### config.mk
export PLATFORM = sky130hd
export DESIGN_NAME = lane_merge2x1
export DESIGN_NICKNAME = d
export VERILOG_FILES = /design/src/rtl/lane_merge2x1_pkg.sv /design/src/rtl/lane_merge2x1_fifo.sv /design/src/rtl/lane_merge2x1.sv
export SDC_FILE = /design/constraint.sdc
export NUM_CORES = 1
export LEC_CHECK = 0
export BUFFER_PORTS_ARGS = -buffer_cell sky130_fd_sc_hd__buf_2
export CAP_MARGIN = 40
export CORE_MARGIN = 2
export CORE_UTILIZATION = 40
export DETAILED_ROUTE_END_ITERATION = 16
export GPL_ROUTABILITY_DRIVEN = 0
export PLACE_DENSITY_LB_ADDON = 0.1
export SLEW_MARGIN = 25
export SYNTH_ARGS = -nofsm -noshare
export SYNTH_HDL_FRONTEND = slang
export SYNTH_SLANG_ARGS = --single-unit
### constraint.sdc
create_clock -name clk -period 6 [get_ports clk]
set_input_delay 0.6 -clock clk [delete_from_list [all_inputs] [get_ports clk]]
set_output_delay 0.6 -clock clk [all_outputs]
set_load 0.005 [all_outputs]
### src/rtl/lane_merge2x1_pkg.sv
// lane_merge2x1 shared definitions: width/depth defaults,
// merge state encoding and the log2 helper used to size pointers.
package lane_merge2x1_pkg;

    localparam int BW_DEF    = 8;
    localparam int DEPTH_DEF = 4;

    typedef enum logic {
        LANE0 = 1'b0,
        LANE1 = 1'b1
    } lane_e;

    function automatic int clog2(input int n);
        int r;
        r = 0;
        while ((1 << r) < n) r++;
        return r;
    endfunction

    localparam int AW_DEF = clog2(DEPTH_DEF);

endpackage

### src/rtl/lane_merge2x1_fifo.sv
// lane_fifo: per-lane synchronous FIFO with occupancy counter.
// No fall-through; head is always the registered entry at rd_ptr.
module lane_fifo
    import lane_merge2x1_pkg::*;
#(
    parameter int BW    = BW_DEF,
    parameter int DEPTH = DEPTH_DEF,
    parameter int AW    = clog2(DEPTH)
) (
    input  logic          clk,
    input  logic          reset,
    input  logic          wr_en,
    input  logic [BW-1:0] wr_data,
    input  logic          rd_en,
    output logic [BW-1:0] rd_data,
    output logic          full,
    output logic          empty
);

    localparam logic [AW:0] FULL_CNT = (AW+1)'(DEPTH);

    logic [BW-1:0] mem_q [DEPTH];
    logic [BW-1:0] mem_d [DEPTH];
    logic [AW-1:0] wr_ptr_q, wr_ptr_d;
    logic [AW-1:0] rd_ptr_q, rd_ptr_d;
    logic [AW:0]   count_q, count_d;

    always_comb begin
        mem_d    = mem_q;
        wr_ptr_d = wr_ptr_q;
        rd_ptr_d = rd_ptr_q;
        count_d  = count_q;
        if (wr_en) begin
            mem_d[wr_ptr_q] = wr_data;
            wr_ptr_d        = wr_ptr_q + 1'b1;
        end
        if (rd_en) begin
            rd_ptr_d = rd_ptr_q + 1'b1;
        end
        case ({wr_en, rd_en})
            2'b10:   count_d = count_q + 1'b1;
            2'b01:   count_d = count_q - 1'b1;
            default: count_d = count_q;
        endcase
    end

    always_ff @(posedge clk or negedge reset) begin
        if (!reset) begin
            mem_q    <= '{default: '0};
            wr_ptr_q <= '0;
            rd_ptr_q <= '0;
            count_q  <= '0;
        end else begin
            mem_q    <= mem_d;
            wr_ptr_q <= wr_ptr_d;
            rd_ptr_q <= rd_ptr_d;
            count_q  <= count_d;
        end
    end

    assign rd_data = mem_q[rd_ptr_q];
    assign full    = (count_q == FULL_CNT);
    assign empty   = (count_q == '0);

endmodule

### src/rtl/lane_merge2x1.sv
// lane_merge2x1: buffers two demuxed byte lanes and re-serialises
// them in strict lane0/lane1 order onto one valid/ready stream.
module lane_merge2x1
    import lane_merge2x1_pkg::*;
#(
    parameter int BW    = BW_DEF,
    parameter int DEPTH = DEPTH_DEF,
    parameter int AW    = clog2(DEPTH)
) (
    input  logic          clk,
    input  logic          reset,
    input  logic [BW-1:0] in0,
    input  logic [BW-1:0] in1,
    input  logic [1:0]    valid_in,
    input  logic          ready,
    output logic [BW-1:0] out,
    output logic          valid_out,
    output logic [1:0]    fifo_full,
    output logic [1:0]    fifo_empty,
    output logic          overflow_err
);

    lane_e         state_q, state_d;
    logic [BW-1:0] out_q, out_d;
    logic          valid_q, valid_d;
    logic          ovf_q, ovf_d;

    logic          load_ok;
    logic          cur_empty;
    logic          pop;
    logic [1:0]    pop_lane;
    logic [1:0]    wr_en;
    logic [BW-1:0] head0, head1;

    lane_fifo #(.BW(BW), .DEPTH(DEPTH), .AW(AW)) u_fifo0 (
        .clk     (clk),
        .reset   (reset),
        .wr_en   (wr_en[0]),
        .wr_data (in0),
        .rd_en   (pop_lane[0]),
        .rd_data (head0),
        .full    (fifo_full[0]),
        .empty   (fifo_empty[0])
    );

    lane_fifo #(.BW(BW), .DEPTH(DEPTH), .AW(AW)) u_fifo1 (
        .clk     (clk),
        .reset   (reset),
        .wr_en   (wr_en[1]),
        .wr_data (in1),
        .rd_en   (pop_lane[1]),
        .rd_data (head1),
        .full    (fifo_full[1]),
        .empty   (fifo_empty[1])
    );

    assign load_ok   = !valid_q || ready;
    assign cur_empty = (state_q == LANE0) ? fifo_empty[0] : fifo_empty[1];
    assign pop       = load_ok && !cur_empty;

    always_ff @(posedge clk or negedge reset) begin
        if (!reset) begin
            state_q <= LANE0;
        end else begin
            state_q <= state_d;
        end
    end

    // Never skip a lane: only a pop advances the merge pointer.
    always_comb begin
        state_d = state_q;
        if (pop) begin
            state_d = (state_q == LANE0) ? LANE1 : LANE0;
        end
    end

    always_comb begin
        pop_lane = 2'b00;
        out_d    = out_q;
        valid_d  = valid_q;
        unique case ({load_ok, cur_empty})
            2'b10: begin
                pop_lane[0] = (state_q == LANE0);
                pop_lane[1] = (state_q == LANE1);
                out_d       = (state_q == LANE0) ? head0 : head1;
                valid_d     = 1'b1;
            end
            2'b11: begin
                valid_d = 1'b0;
            end
            default: begin
                valid_d = valid_q;
            end
        endcase
    end

    // A full lane still accepts if it is being popped this cycle.
    always_comb begin
        wr_en = valid_in & (~fifo_full | pop_lane);
        ovf_d = ovf_q | (|(valid_in & ~wr_en));
    end

    always_ff @(posedge clk or negedge reset) begin
        if (!reset) begin
            out_q   <= '0;
            valid_q <= 1'b0;
            ovf_q   <= 1'b0;
        end else begin
            out_q   <= out_d;
            valid_q <= valid_d;
            ovf_q   <= ovf_d;
        end
    end

    assign out          = out_q;
    assign valid_out    = valid_q;
    assign overflow_err = ovf_q;

endmodule

Word-level counts from Yosys, hierarchy flattened --
Cells that the tools add are included.
Cells by class: eq/ne operators 8, order comparisons 6, add/sub/neg operators 8, bitwise operators 11, muxes and demuxes 19, reductions and logical operators 12
Operator list (number):
- $bwmux W32 | 2
- $mux W8 | 7
- $bmux W8 S2 | 2
- $demux W8 S2 | 2
- $ge A3 B3 Y1 const B | 4
- $not A2 Y3 | 4
- $pmux W3 S2 | 2
- $add A2 B1 Y2 const B | 4
- $eq A2 B2 Y1 const B | 4
- $add A3 B1 Y3 const B | 2
- $eq A3 B3 Y1 const B | 2
- $logic_not A3 Y1 | 2
- $lt A3 B1 Y1 const B | 2
- $reduce_bool A2 Y1 | 3
- $sub A3 B1 Y3 const B | 2
- $and A2 B2 Y2 | 2
- $eq A2 B1 Y1 const B | 2
- $not A2 Y2 | 2
- $logic_and A1 B1 Y1 | 3
- $logic_not A1 Y1 | 2
- $mux W1 | 2
- $mux W2 | 1
- $or A2 B2 Y2 | 1
- $pmux W1 S2 | 1
- 4 further kinds | 4
Storage, ports and cells: logic and storage cells 82, input port bits 21, output and inout bits 14, register bits after elaboration 89

Depth between registers and ports, before layout --
depth after elaboration 10, gate-level depth with buffers 10, gate-level depth less buffers 9

By module --
From an unflattened synthesis, not the netlist that was laid out.
Unflattened totals: cells, all modules 264, area, all modules 4050.1 µm²
By module, submodules not included:
- lane_fifo | cells each 111, area an instance 1760.4 µm², instances 2, sequential area each 975.9 µm²
- lane_merge2x1 | cells each 42, area an instance 529.3 µm², instances 1, sequential area each 275.3 µm²

Worst setup path before layout --
Ideal clock, no wire load.
path type input port to flip-flop, start in ready, end reg u_fifo0.count_q[2], required time 5.921 ns, path buffers 2, cell stages on the path 10, setup time 0.079 ns, data arrival time 2.225 ns, path slack 3.696 ns, cells stage by stage nor2b_1 buf_6 nor3_1 buf_2 ha_1 inv_1 fa_1 xor2_1 nor2_1 xor2_1
Between the ends: longest elaborated chain between the ends 7, elaborated cells between the ends (all ways) 9, classes of those cells eq/ne (3); mux (2); bitwise (2); reduce/logical (2)
RTL lines:
- start: declaration | line lane_merge2x1.sv:15 | input logic ready,
- $logic_or A1 B1 Y1 (*) | line lane_merge2x1.sv:57 | assign load_ok = !valid_q || ready;
- $eq A2 B2 Y1 (*) | line lane_merge2x1.sv:81 | unique case ({load_ok, cur_empty})
- $mux W2 (*) | line lane_merge2x1.sv:81
- via u_fifo0.rd_en | line lane_merge2x1_fifo.sv:14 | input logic rd_en,
- $or A2 B2 Y2 | line lane_merge2x1.sv:99 | wr_en = valid_in & (~fifo_full | pop_lane);
- $and A2 B2 Y2 | line lane_merge2x1.sv:99
- $eq A2 B1 Y1 or $eq A2 B2 Y1 (tied branches) | line lane_merge2x1_fifo.sv:40 | case ({wr_en, rd_en})
- $pmux W3 S2 or $reduce_bool A2 Y1 (tied branches)
- end signal: assignment | line lane_merge2x1_fifo.sv:57 | count_q <= count_d;
- end: declaration | line lane_merge2x1_fifo.sv:26 | logic [AW:0] count_q, count_d;
Mark *: on every way through the listed nets, which the timed path passes. The rest lies on a longest branch. A chain may end at the register's enable or synchronous reset.

Final worst setup path --
start reg valid_q, in the netlist valid_out, end reg u_fifo0.count_q[2]
Between the ends: longest elaborated chain between the ends 8, elaborated cells between the ends (all ways) 10, classes of those cells eq/ne (3); mux (2); bitwise (2); reduce/logical (3)
RTL lines:
- start: declaration | line lane_merge2x1.sv:25 | logic valid_q, valid_d;
- start signal: assignment | line lane_merge2x1.sv:110 | valid_q <= valid_d;
- $logic_not A1 Y1 (*) | line lane_merge2x1.sv:57
- $logic_or A1 B1 Y1 (*) | line lane_merge2x1.sv:57
- $eq A2 B2 Y1 (*) | line lane_merge2x1.sv:81
- $mux W2 (*) | line lane_merge2x1.sv:81
- $or A2 B2 Y2 | line lane_merge2x1.sv:99
- $and A2 B2 Y2 | line lane_merge2x1.sv:99
- $eq A2 B1 Y1 or $eq A2 B2 Y1 (tied branches) | line lane_merge2x1_fifo.sv:40
- $pmux W3 S2 or $reduce_bool A2 Y1 (tied branches)
Every way passes the cells marked *; elsewhere a longest branch is shown, timed or not.

==> results.md <==
* Status: finished clean
* Dpl hpwl at 5.50 mm
* Fin crit share at between 30% and 40%
* Skew final at about 0.014 ns
* Share of layout cells above drive strength 1 at around 47%
* Final Util at 46.1%
* Min-Delay Path Class: input pin to asynchronous set/reset pin
* NumNets Final at between 300 and 400
* Largest delay share family, worst path: simple AND/OR/NAND/NOR gates
* CTS buffer count at 9
* WP buf/inv at 1
* RSZ-0062 raised after global routing: no
* Vias per cell at 5.09
* Critical path class: flip-flop to flip-flop
* Post-CTS Hold Buffers at 0
* H-tree level count at 3
* Std cell rows at 37
* Comb pwr share at 40.6%
* PortBufs at 34
* Antenna violations before repair at 0
* Post-synth top area cell: dfrtp_1
* Area fraction of the dominant cell type after synthesis at 52.3%
* Max IR drop VDD at 168 µV
* Critical-path top delay cell: nor2b_1
* Crit path capture: u_fifo0.count_q[2]
* Total power at 0.00264 W
* Setup bufs post-CTS at 0
* TritonCTS clock tree: done
* Sw frac at 33.3%
* Die Wd at 107 µm
* Clock Root Buffer: clkbuf_8
* Iter 0 DRT Violations at between 100 and 150
* Worst-Margin Slew at 0.647 ns
* R2R Path Start: valid_out
* Post-synth ARST share at 100%
* Die H at 107 µm
* Grt ovf at 0
* Reg clk slew, reported paths at ~0.090 ns
* Vias in the first global route at between 2000 and 2500
* Core Box Area at 0.0103 mm²
* CTS sink count at between 80 and 90
* Sw power at slightly below 0.0009 W
* Reg2reg end: u_fifo0.count_q[2]
* Rel. slew slack at a little under three fifths
* Peak Freq at 432 MHz
* Reg2reg setup slack at 3.69 ns
* I/O pin cnt at 35
* Final WL at roughly 8.1 mm
* Area contributors post-synth: dfrtp_1 52%, mux2_2 10%, mux2_4 8.5%
* # DRC at 0
* R2R depth at 9
* Power share of the sequential group at 43.7%
* Fin Setup TNS at 0 ns
* Pwr per Cell Area at 556 mW/mm²
* Clock tree buffer depth at 2
* Final Slew Violations at 0
* CP Launch Type: flip-flop
* Fill cells at 942
* Avg Inst Size Synth at 15.6 µm²
* Max-cap violations at 0
* Largest net degree at the start of global routing at 51
* Cell variety after synth at 32
* CP Launch Point: valid_out
* Commonest cells after routing, fill and taps aside: 89 x dfrtp_1, 39 x mux2_2, 33 x buf_2
* Largest stage delay on the critical path at 0.50 ns
* CP most frequent cell: xor2_1
* ANT nets after route at 0
* Synthesized cell area at roughly 0.0043 mm²
* Clock share of power at 15.7%
* Initial core utilization at around 41%
* Leakage at 2.17 nW
* Total GRT Usage at between 10% and 20%
* CTS-repair resized insts at 0
* Worst EP required at roughly 6.3 ns
* Crit path cell chain: nor2b_1 -> o21ai_4 -> nand2_2 -> ha_1 -> inv_1 -> fa_1 -> xor2_1 -> nor2_1 -> xor2_1
* Number of iterations in the first detailed-routing pass at 4
* Crit path DAT at 2.58 ns
* Worst-Skew Late Latency at 0.34 ns
* Synthesized Nets at around 300
* Synth Flop Type: dfrtp_1
* Commonest non-fill, non-tap cell in the layout: dfrtp_1
* First-pass GRT wire length at 13.8 mm
* Ant diodes at 0
* Synth Instances at 273
* CP max FO at 6
* Hold Vio Cnt, Final at 0
* Final setup viols at 0
* Register area share after synthesis at 52.3%
* Internal power at 0.00176 W
* Post-synth EDFFs at 0
* #FFs+latches synth at 89
* DR vias at between 2000 and 2500
* Full die area at 0.0115 mm²
* Ys Warns at 0
* Synth-to-layout area growth at 11.8%
* Routed wire per std cell at roughly 18 µm
* Fin crit period at 2.31 ns
* Worst path depth at 9
* Worst Setup End Kind: flip-flop
==> Yosys cell counts, types with 2 or more instances <==
| library cell | n |
|---|---|
| xor2_1 | 6 |
| mux2_1 | 3 |
| nand2_1 | 6 |
| mux2_2 | 39 |
| ha_1 | 10 |
| dfrtp_1 | 89 |
| xnor2_1 | 6 |
| buf_4 | 5 |
| nor3b_2 | 2 |
| nand2_2 | 2 |
| nor2_1 | 4 |
| nand3_4 | 8 |
| buf_2 | 6 |
| mux4_2 | 16 |
| nor3_1 | 3 |
| fa_1 | 2 |
| o21ai_4 | 2 |
| o21ai_0 | 2 |
| mux2_4 | 24 |
| buf_1 | 2 |
| inv_1 | 19 |
| a222oi_1 | 7 |
==> layer usage <==
metal | vias to the layer above | GRT usage (%) | part of all wire [%]
li1 | 1046 | - | -
met4 | 0 | 5.84 | 1.3
met1 | 1189 | 23.4 | 50
met5 | - | 0 | 0
met3 | 8 | 2.49 | 2.8
met2 | 37 | 24.3 | 46
==> layout make-up <==
class	instances	area [µm²]	share of cell area, %
multi-input combinational	150	1870	39.2
tap	136	170	3.58
inverter	20	75.1	1.58
clock inverter	4	53.8	1.13
clock buffer	11	141	2.97
timing repair buffer	38	223	4.68
sequential	89	2230	46.8
==> cells by family after synthesis <==
logic type / after synthesis / synth area share [%]
buffers and inverters: 34 / 3.79
DFF: 89 / 52.3
muxes: 82 / 28.1
AOI/OAI and AO/OA: 15 / 3.38
and+or+nand+nor: 29 / 6.09
xor gates and xnor gates: 12 / 2.47
adders and majority gates: 12 / 3.88
==> flip-flops by register name, indices dropped and copies added, names as in the netlist <==
| name | count |
|---|---|
| valid_out | 1 |
| overflow_err | 1 |
| u_fifo1.mem_q | 32 |
| out | 8 |
| u_fifo1.count_q | 3 |
| u_fifo0.wr_ptr_q | 2 |
| u_fifo0.mem_q | 32 |
| u_fifo0.rd_ptr_q | 2 |
| u_fifo1.rd_ptr_q | 2 |
| u_fifo0.count_q | 3 |
| state_q | 1 |
| u_fifo1.wr_ptr_q | 2 |
==> how the worst min path moves through the flow <==
stage	from	to	slack (ns)
floorplan	reset	out[0]	0.30
global placement	u_fifo1.mem_q[26]	u_fifo1.mem_q[26]	0.47
detailed placement	u_fifo1.mem_q[7]	u_fifo1.mem_q[7]	0.48
CTS	reset	u_fifo0.mem_q[24]	0.11
global route	reset	u_fifo0.mem_q[0]	0.12
finish	reset	u_fifo0.mem_q[24]	0.12
==> power groups by stage <==
stage	Clock, W	Combinational [W]	Sequential, W
2_1_floorplan	0	0.000951	0.00104
3_3_place_gp	0	0.00107	0.00117
3_5_place_dp	0	0.00109	0.00117
4_1_cts	0.000432	0.00110	0.00116
5_1_grt	0.000457	0.00119	0.00121
6_report	0.000414	0.00107	0.00116
==> per-stage QoR <==
step / instances / area, µm² / setup slack (ns) / hold WS [ns]
after floorplan: 273 / 4260 / 3.70 / 0.304
after global placement: 432 / 4530 / 3.38 / 0.471
after detailed placement: 433 / 4560 / 3.32 / 0.481
after CTS: 448 / 4760 / 3.66 / 0.112
after global routing: 448 / 4760 / 3.50 / 0.118
final: 448 / 4760 / 3.69 / 0.122
No activity file was read; power rests on OpenSTA's default activity.
